### config.mk
export PLATFORM = sky130hd
export DESIGN_NAME = cache_block_transfer_buffer_flat
export DESIGN_NICKNAME = d
export VERILOG_FILES = /design/src/rtl/cache_block_transfer_buffer_pkg.sv /design/src/rtl/cache_block_transfer_buffer_if.sv /design/src/rtl/cache_block_transfer_buffer_block_word_buffer.sv /design/src/rtl/cache_block_transfer_buffer.sv /design/src/flat_wrapper.sv
export SDC_FILE = /design/constraint.sdc
export NUM_CORES = 1
export LEC_CHECK = 0
export CELL_PAD_IN_SITES_DETAIL_PLACEMENT = 0
export CELL_PAD_IN_SITES_GLOBAL_PLACEMENT = 1
export CORE_UTILIZATION = 43
export CTS_BUF_LIST = sky130_fd_sc_hd__clkbuf_16
export CTS_CLUSTER_SIZE = 25
export DETAILED_ROUTE_END_ITERATION = 8
export GPL_TIMING_DRIVEN = 0
export MAX_ROUTING_LAYER = met4
export PLACE_DENSITY_LB_ADDON = 0.1
export SLEW_MARGIN = 0
export SYNTH_ARGS = -nofsm -noshare
export SYNTH_HDL_FRONTEND = slang
export SYNTH_SLANG_ARGS = --single-unit
### constraint.sdc
create_clock -name clock_i -period 3.98 [get_ports clock_i]
set_input_delay 0.796 -clock clock_i [delete_from_list [all_inputs] [get_ports clock_i]]
set_output_delay 0.796 -clock clock_i [all_outputs]
set_load 0.005 [all_outputs]
### src/rtl/cache_block_transfer_buffer_pkg.sv
// Shared types and sizing constants for the cache block-transfer buffer.
// The FSM state encoding and the default block geometry live here.
package cache_block_transfer_buffer_pkg;

  localparam int BW_BLOCK_DEF    = 2;
  localparam int WORDS_PER_BLOCK = 1 << BW_BLOCK_DEF;
  localparam int CNT_W           = BW_BLOCK_DEF + 1;

  typedef enum logic [2:0] {
    ST_IDLE,
    ST_WB_FILL,
    ST_WB_ISSUE,
    ST_WB_SEND,
    ST_RD_ISSUE,
    ST_RD_FILL
  } state_t;

  function automatic int words_per_block(input int bw_block);
    return 1 << bw_block;
  endfunction

endpackage

### src/rtl/cache_block_transfer_buffer_if.sv
// Cache-side handshake and memory-side burst signals of the transfer buffer.
// slave is the buffer's view; master is the view of the surrounding cache/memory.
interface cache_block_transfer_buffer_if #(
  parameter int BW_ADDR = 24
);
  import cache_block_transfer_buffer_pkg::*;

  logic               cache_req_i;
  logic               cache_rw_i;
  logic [BW_ADDR-1:0] cache_add_i;
  logic               cache_write_i;
  logic [31:0]        cache_data_i;
  logic               cache_read_i;
  logic               cache_ready_req_o;
  logic               cache_ready_write_o;
  logic               cache_ready_read_o;
  logic [31:0]        cache_data_o;
  logic               mem_req_o;
  logic               mem_rw_o;
  logic [BW_ADDR-1:0] mem_add_o;
  logic               mem_ready_i;
  logic               mem_valid_o;
  logic [31:0]        mem_data_o;
  logic               mem_valid_i;
  logic [31:0]        mem_data_i;
  logic               err_o;

  modport slave (
    input  cache_req_i, cache_rw_i, cache_add_i, cache_write_i, cache_data_i,
           cache_read_i, mem_ready_i, mem_valid_i, mem_data_i,
    output cache_ready_req_o, cache_ready_write_o, cache_ready_read_o, cache_data_o,
           mem_req_o, mem_rw_o, mem_add_o, mem_valid_o, mem_data_o, err_o
  );

  modport master (
    output cache_req_i, cache_rw_i, cache_add_i, cache_write_i, cache_data_i,
           cache_read_i, mem_ready_i, mem_valid_i, mem_data_i,
    input  cache_ready_req_o, cache_ready_write_o, cache_ready_read_o, cache_data_o,
           mem_req_o, mem_rw_o, mem_add_o, mem_valid_o, mem_data_o, err_o
  );

endinterface

### src/rtl/cache_block_transfer_buffer_block_word_buffer.sv
// One-block word store shared by writeback and fill: a single write port and
// an asynchronous read port so the head word is visible without a read cycle.
module block_word_buffer
  import cache_block_transfer_buffer_pkg::*;
#(
  parameter int BW_BLOCK = BW_BLOCK_DEF
) (
  input  logic                i_clk,
  input  logic                i_we,
  input  logic [BW_BLOCK-1:0] i_widx,
  input  logic [31:0]         i_wdata,
  input  logic [BW_BLOCK-1:0] i_ridx,
  output logic [31:0]         o_rdata
);

  logic [31:0] r_mem [words_per_block(BW_BLOCK)];

  always_ff @(posedge i_clk) begin
    if (i_we) begin
      r_mem[i_widx] <= i_wdata;
    end
  end

  assign o_rdata = r_mem[i_ridx];

endmodule

### src/rtl/cache_block_transfer_buffer.sv
// Converts the cache's block request / word push / word pop handshake into a
// single-request, burst-data memory protocol, buffering one block at a time.
module cache_block_transfer_buffer
  import cache_block_transfer_buffer_pkg::*;
#(
  parameter int BW_ADDR  = 24,
  parameter int BW_BLOCK = BW_BLOCK_DEF
) (
  input  logic                          clock_i,
  input  logic                          reset_i,
  cache_block_transfer_buffer_if.slave  bus
);

  localparam int                 N         = words_per_block(BW_BLOCK);
  localparam int                 CW        = BW_BLOCK + 1;
  localparam logic [CW-1:0]      N_CNT     = CW'(N);
  localparam logic [CW-1:0]      LAST_CNT  = CW'(N - 1);
  localparam logic [BW_ADDR-1:0] ADDR_MASK = ~BW_ADDR'(N - 1);

  state_t             r_state;
  logic [CW-1:0]      r_wcnt;
  logic [CW-1:0]      r_rcnt;
  logic [BW_ADDR-1:0] r_addr;
  logic               r_rw;
  logic               r_err;

  logic        w_ready_write;
  logic        w_ready_read;
  logic        w_push;
  logic        w_fill;
  logic        w_pop;
  logic        w_we;
  logic        w_err_evt;
  logic [31:0] w_wdata;
  logic [31:0] w_rdata;

  assign w_ready_write = (r_state == ST_WB_FILL) && (r_wcnt < N_CNT);
  assign w_ready_read  = (r_state == ST_RD_FILL) && (r_rcnt < r_wcnt);
  assign w_push        = bus.cache_write_i && w_ready_write;
  assign w_fill        = bus.mem_valid_i && (r_state == ST_RD_FILL) && (r_wcnt < N_CNT);
  assign w_pop         = bus.cache_read_i && w_ready_read;
  assign w_we          = w_push || w_fill;
  assign w_wdata       = (r_state == ST_WB_FILL) ? bus.cache_data_i : bus.mem_data_i;

  // Any rejected handshake is flagged; the gated strobes above keep it harmless.
  assign w_err_evt = (bus.cache_write_i && !w_ready_write)
                  || (bus.cache_read_i && !w_ready_read)
                  || (bus.cache_req_i && (r_state != ST_IDLE))
                  || (bus.mem_valid_i && !w_fill);

  block_word_buffer #(
    .BW_BLOCK (BW_BLOCK)
  ) u_buf (
    .i_clk   (clock_i),
    .i_we    (w_we),
    .i_widx  (r_wcnt[BW_BLOCK-1:0]),
    .i_wdata (w_wdata),
    .i_ridx  (r_rcnt[BW_BLOCK-1:0]),
    .o_rdata (w_rdata)
  );

  assign bus.cache_ready_req_o   = (r_state == ST_IDLE);
  assign bus.cache_ready_write_o = w_ready_write;
  assign bus.cache_ready_read_o  = w_ready_read;
  assign bus.cache_data_o        = w_rdata;
  assign bus.mem_req_o           = (r_state == ST_WB_ISSUE) || (r_state == ST_RD_ISSUE);
  assign bus.mem_rw_o            = r_rw;
  assign bus.mem_add_o           = r_addr;
  assign bus.mem_valid_o         = (r_state == ST_WB_SEND);
  assign bus.mem_data_o          = w_rdata;
  assign bus.err_o               = r_err;

  always_ff @(posedge clock_i or posedge reset_i) begin
    if (reset_i) begin
      r_state <= ST_IDLE;
      r_wcnt  <= '0;
      r_rcnt  <= '0;
      r_addr  <= '0;
      r_rw    <= 1'b0;
      r_err   <= 1'b0;
    end else begin
      if (w_err_evt) begin
        r_err <= 1'b1;
      end
      case (r_state)
        ST_IDLE: begin
          if (bus.cache_req_i) begin
            r_addr  <= bus.cache_add_i & ADDR_MASK;
            r_rw    <= bus.cache_rw_i;
            r_state <= bus.cache_rw_i ? ST_WB_FILL : ST_RD_ISSUE;
          end
        end
        ST_WB_FILL: begin
          if (w_push) begin
            r_wcnt <= r_wcnt + 1'b1;
            if (r_wcnt == LAST_CNT) begin
              r_state <= ST_WB_ISSUE;
            end
          end
        end
        ST_WB_ISSUE: begin
          if (bus.mem_ready_i) begin
            r_state <= ST_WB_SEND;
          end
        end
        ST_WB_SEND: begin
          // The read counter doubles as the send index; memory never stalls.
          if (r_rcnt == LAST_CNT) begin
            r_state <= ST_IDLE;
            r_wcnt  <= '0;
            r_rcnt  <= '0;
          end else begin
            r_rcnt <= r_rcnt + 1'b1;
          end
        end
        ST_RD_ISSUE: begin
          if (bus.mem_ready_i) begin
            r_state <= ST_RD_FILL;
          end
        end
        ST_RD_FILL: begin
          if (w_fill) begin
            r_wcnt <= r_wcnt + 1'b1;
          end
          if (w_pop) begin
            if (r_rcnt == LAST_CNT) begin
              r_state <= ST_IDLE;
              r_wcnt  <= '0;
              r_rcnt  <= '0;
            end else begin
              r_rcnt <= r_rcnt + 1'b1;
            end
          end
        end
        default: begin
          r_state <= ST_IDLE;
          r_wcnt  <= '0;
          r_rcnt  <= '0;
        end
      endcase
    end
  end

endmodule

### src/flat_wrapper.sv
// flat-port wrapper written by rule: the top's interface ports become plain ports
module cache_block_transfer_buffer_flat import cache_block_transfer_buffer_pkg::*;
#(
  parameter int BW_ADDR  = 24,
  parameter int BW_BLOCK = BW_BLOCK_DEF
)
  (clock_i, reset_i, bus_cache_req_i, bus_cache_rw_i, bus_cache_add_i, bus_cache_write_i, bus_cache_data_i, bus_cache_read_i, bus_mem_ready_i, bus_mem_valid_i, bus_mem_data_i, bus_cache_ready_req_o, bus_cache_ready_write_o, bus_cache_ready_read_o, bus_cache_data_o, bus_mem_req_o, bus_mem_rw_o, bus_mem_add_o, bus_mem_valid_o, bus_mem_data_o, bus_err_o);
  cache_block_transfer_buffer_if #(.BW_ADDR(BW_ADDR)) bus_i ();
  input  logic clock_i;
  input  logic reset_i;
  input wire logic [$bits(bus_i.cache_req_i)-1:0] bus_cache_req_i;
  input wire logic [$bits(bus_i.cache_rw_i)-1:0] bus_cache_rw_i;
  input wire logic [$bits(bus_i.cache_add_i)-1:0] bus_cache_add_i;
  input wire logic [$bits(bus_i.cache_write_i)-1:0] bus_cache_write_i;
  input wire logic [$bits(bus_i.cache_data_i)-1:0] bus_cache_data_i;
  input wire logic [$bits(bus_i.cache_read_i)-1:0] bus_cache_read_i;
  input wire logic [$bits(bus_i.mem_ready_i)-1:0] bus_mem_ready_i;
  input wire logic [$bits(bus_i.mem_valid_i)-1:0] bus_mem_valid_i;
  input wire logic [$bits(bus_i.mem_data_i)-1:0] bus_mem_data_i;
  output wire logic [$bits(bus_i.cache_ready_req_o)-1:0] bus_cache_ready_req_o;
  output wire logic [$bits(bus_i.cache_ready_write_o)-1:0] bus_cache_ready_write_o;
  output wire logic [$bits(bus_i.cache_ready_read_o)-1:0] bus_cache_ready_read_o;
  output wire logic [$bits(bus_i.cache_data_o)-1:0] bus_cache_data_o;
  output wire logic [$bits(bus_i.mem_req_o)-1:0] bus_mem_req_o;
  output wire logic [$bits(bus_i.mem_rw_o)-1:0] bus_mem_rw_o;
  output wire logic [$bits(bus_i.mem_add_o)-1:0] bus_mem_add_o;
  output wire logic [$bits(bus_i.mem_valid_o)-1:0] bus_mem_valid_o;
  output wire logic [$bits(bus_i.mem_data_o)-1:0] bus_mem_data_o;
  output wire logic [$bits(bus_i.err_o)-1:0] bus_err_o;
  assign bus_i.cache_req_i = bus_cache_req_i;
  assign bus_i.cache_rw_i = bus_cache_rw_i;
  assign bus_i.cache_add_i = bus_cache_add_i;
  assign bus_i.cache_write_i = bus_cache_write_i;
  assign bus_i.cache_data_i = bus_cache_data_i;
  assign bus_i.cache_read_i = bus_cache_read_i;
  assign bus_i.mem_ready_i = bus_mem_ready_i;
  assign bus_i.mem_valid_i = bus_mem_valid_i;
  assign bus_i.mem_data_i = bus_mem_data_i;
  assign bus_cache_ready_req_o = bus_i.cache_ready_req_o;
  assign bus_cache_ready_write_o = bus_i.cache_ready_write_o;
  assign bus_cache_ready_read_o = bus_i.cache_ready_read_o;
  assign bus_cache_data_o = bus_i.cache_data_o;
  assign bus_mem_req_o = bus_i.mem_req_o;
  assign bus_mem_rw_o = bus_i.mem_rw_o;
  assign bus_mem_add_o = bus_i.mem_add_o;
  assign bus_mem_valid_o = bus_i.mem_valid_o;
  assign bus_mem_data_o = bus_i.mem_data_o;
  assign bus_err_o = bus_i.err_o;
  cache_block_transfer_buffer #(.BW_ADDR(BW_ADDR), .BW_BLOCK(BW_BLOCK)) u_core (.clock_i(clock_i), .reset_i(reset_i), .bus(bus_i));
endmodule
==> impl_metrics.csv <==
group,metric,value,unit
status,status,"complete, no violations",
die,pin_count,191,
route,drtAntennaViolNets,0,
route,wl_met3,601,um
clocking,ctsHoldBuffers,0,
timing,max_slew.worst_pin.slew,0.905,ns
timing,hold_violations,0,
placement,placed_area,0.00918,mm^2
yosys,async_flop_share,20.5,%
route,viasPerCell,4.99,
hold_path,worstHoldPathType,"reg2reg",
hold_path,hold-path-cell-count,1,
clocking,cts_max_level,4,
route,wl_met1,5850,um
timing,hold_ws,0.506,ns
layout,diodes,0,
worst_setup_path,cp.arrival,2.74,ns
clocking,cts.sinks,161,
timing,post-route-min-period,3.54,ns
clocking,cts-resized-gates,0,
worst_setup_path,cp-start-kind,"flip-flop",
route,wl,14400,um
placement,io_buffers,186,
die,dieWidth,129,um
route,drtPass1Iterations,4,
run,max_cap_violations,0,
die,core-area,0.0159,mm^2
yosys,yosys.area.top_type,"edfxtp_1",
worst_setup_path,critPathMaxStageDelay,0.61,ns
worst_setup_path,cp_common_cell,"clkbuf_1",
power,power.internal,5320,uW
route,dr.max_layer_used,"met4",
timing,timing.fmax,0.283,GHz
power,vdd_drop_max,0.000313,V
power,comb_power_share,44.1,%
timing,min_period_over_period,88.8,%
global_route,grt_max_degree,34,
yosys,synth_cell_types,42,
yosys,avgSynthCellArea,17.8,um^2
route,drt-initial-drc-count,207,
clocking,cts_max_path_buffers,2,
clocking,path_clk_slew,0.06,ns
power,pwr-share-clk,22.1,%
worst_setup_path,critPathKind,"reg2out",
layout,postLayoutCellArea,0.00978,mm^2
placement,hpwlAfterDp,9880,um
worst_setup_path,crit_chain,"clkbuf_1 > clkbuf_1 > mux4_2 > buf_4 > clkdlybuf4s50_1",
yosys,ys_ff_latch,161,
yosys,yosysTopAreaCellShare,55.1,%
yosys,synth_area,0.00698,mm^2
die,die_area,0.0167,mm^2
layout,fill_cells,1223,
worst_setup_path,end_kind,"primary output",
power,seqPwrFrac,33.8,%
clocking,cts_root_buf,"clkbuf_16",
timing,finalMaxSlewViolations,0,
worst_setup_path,crit_path_top_delay_cell,"clkbuf_1",
clocking,cts_buffers,17,
timing,setup_viol,0,
timing,max-slew-margin-rel,39.6,%
yosys,synthTopCellsByArea,"edfxtp_1 (55%), dfrtp_1 (12%), mux4_2 (10%)",
yosys,ys.flop_type,"edfxtp_1",
global_route,antenna_found_initial,0,
power,switching_share,27.8,%
clocking,cts_setup_buffers,0,
placement,place.gp.congestion,0.791,
yosys,seq_area_frac_synth,66.9,%
yosys,synth_edf_count,128,
die,row_count,46,
yosys,synthCells,392,
route,wl_per_cell,17.3,um
power,p_leak,0.00352,uW
die,dieHeight,129,um
route,dr_wl_met2,7710,um
global_route,gr-total-overflow,0,
die,start_util,44.0,%
route,remaining_drc_errors,0,
global_route,grt_pass1_vias,4304,
timing,rsz0062_at_grt,"no",
worst_setup_path,r2r_cells,5,
yosys,yosysWarnings,0,
worst_setup_path,cp_max_fo,10,
timing,fin_skew,0.00605,ns
power,power.switching,2050,uW
layout,area_growth,40.0,%
clocking,clk_latency,0.42,ns
route,via_count,4140,
layout,drive_gt1_share,29.0,%
power,powerDensity,755,mW/mm^2
global_route,groute.usage.overall,19.0,%
clocking,cts_tree,"done",
timing,setup_tns,0,ns
worst_setup_path,worstPathRequired,3.18,ns
global_route,grt_pass1_wl,22500,um
layout,layout.nets,705,
==> layout by cell type, fill, tap and decap left out, types with 2 or more instances in the layout <==
cell type / Yosys / layout
mux2_2: 55 / 55
clkbuf_16: 0 / 17
nor2b_1: 2 / 2
nor2_1: 10 / 10
a31oi_1: 2 / 2
nor3_1: 2 / 2
buf_2: 8 / 8
and2_2: 0 / 4
nand3_1: 3 / 3
nand2_1: 9 / 9
o2111ai_1: 2 / 2
clkinv_2: 0 / 2
nand4_1: 2 / 2
nand2b_1: 4 / 4
mux4_2: 32 / 32
inv_1: 8 / 9
dfrtp_1: 33 / 33
edfxtp_1: 128 / 128
clkdlybuf4s50_1: 0 / 186
mux2i_1: 2 / 2
inv_6: 0 / 2
ha_1: 8 / 8
clkinv_4: 0 / 2
buf_4: 36 / 36
a21oi_1: 8 / 8
clkinvlp_4: 0 / 3
bufinv_16: 0 / 3
a311oi_1: 2 / 2
conb_1: 1 / 2
o21ai_0: 5 / 5
buf_12: 0 / 3
clkbuf_1: 4 / 4
buf_6: 4 / 4
==> critical path: cells and delay by family (launching register included) <==
family / cells / cell delay [ns]
buffers and inverters: 4 / 1.50
muxes: 1 / 0.45
DFF: 1 / 0.38
==> state kept, by name, summed over array words and instances (netlist names) <==
| signal | count |
|---|---|
| u_core.bus.err_o | 1 |
| u_core.bus.mem_add_o | 22 |
| u_core.r_rcnt | 3 |
| u_core.r_wcnt | 3 |
| u_core.r_state | 3 |
| u_core.u_buf.r_mem | 128 |
| u_core.bus.mem_rw_o | 1 |
==> cells in the mapped netlist (3+ instances only) <==
library cell,instances
buf_6,4
clkbuf_1,4
nor2_1,10
edfxtp_1,128
ha_1,8
o21ai_0,5
nand3_1,3
mux2_2,55
inv_1,8
buf_4,36
nand2b_1,4
buf_2,8
and2_1,5
a21oi_1,8
mux4_2,32
nand2_1,9
dfrtp_1,33
==> cell families after synthesis <==
group                      after synthesis  share of synthesized area (%)
DFF                                    161                           66.9
muxes                                   89                           19.5
buffers and inverters                   61                           5.79
and+or+nand+nor                         41                           3.06
AOI/OAI and AO/OA                       31                           3.30
adders and majority gates                8                           1.43
other                                    1                         0.0537
==> power by group through the flow <==
stage               logic, uW  registers, uW  clock network [uW]
floorplan                1720           2510                   0
global placement         3240           2520                   0
detailed placement       3320           2530                   0
CTS                      3340           2500                1660
global route             3540           2530                1730
finish                   3260           2490                1630
==> per-layer routing <==
layer / GRT usage [%] / vias up
met4: 7.18 / 0
met1: 22.5 / 2097
met5: - / -
met3: 3.59 / 20
li1: - / 1908
met2: 32.2 / 115
==> per-stage QoR <==
step	utilization [%]	std cells	setup WS, ns	total power, uW
2_1_floorplan	-	393	1.64	4230
3_3_place_gp	57.4	795	0.260	5760
3_5_place_dp	57.8	798	0.848	5850
4_1_cts	61.5	830	0.391	7490
5_1_grt	61.5	830	0.265	7800
6_report	61.5	830	0.444	7380
==> final timing paths <==
check,startpoint,to,slack [ns]
max in group asynchronous,reset_i,u_core.r_rcnt[1],2.72
min in group asynchronous,reset_i,u_core.bus.mem_add_o[14],0.81
min,u_core.bus.mem_add_o[20],u_core.bus.mem_add_o[20],0.51
min reg2reg,u_core.bus.mem_add_o[20],u_core.bus.mem_add_o[20],0.51
max,u_core.r_rcnt[1],bus_mem_data_o[22],0.44
max reg2reg,u_core.r_state[1],u_core.u_buf.r_mem[1][18],1.42
==> cell type report <==
cell class | count | area (um^2) | share of cell area [%]
clock inverters | 15 | 169 | 1.73
multi-input cells | 171 | 1920 | 19.6
repair buffers | 189 | 1920 | 19.7
clock buffers | 17 | 425 | 4.35
inverters | 8 | 30.0 | 0.307
plain buffers | 53 | 374 | 3.83
well taps | 216 | 270 | 2.76
flip-flops and latches | 161 | 4670 | 47.8
Note: power is estimated with default switching activity, not from simulation.
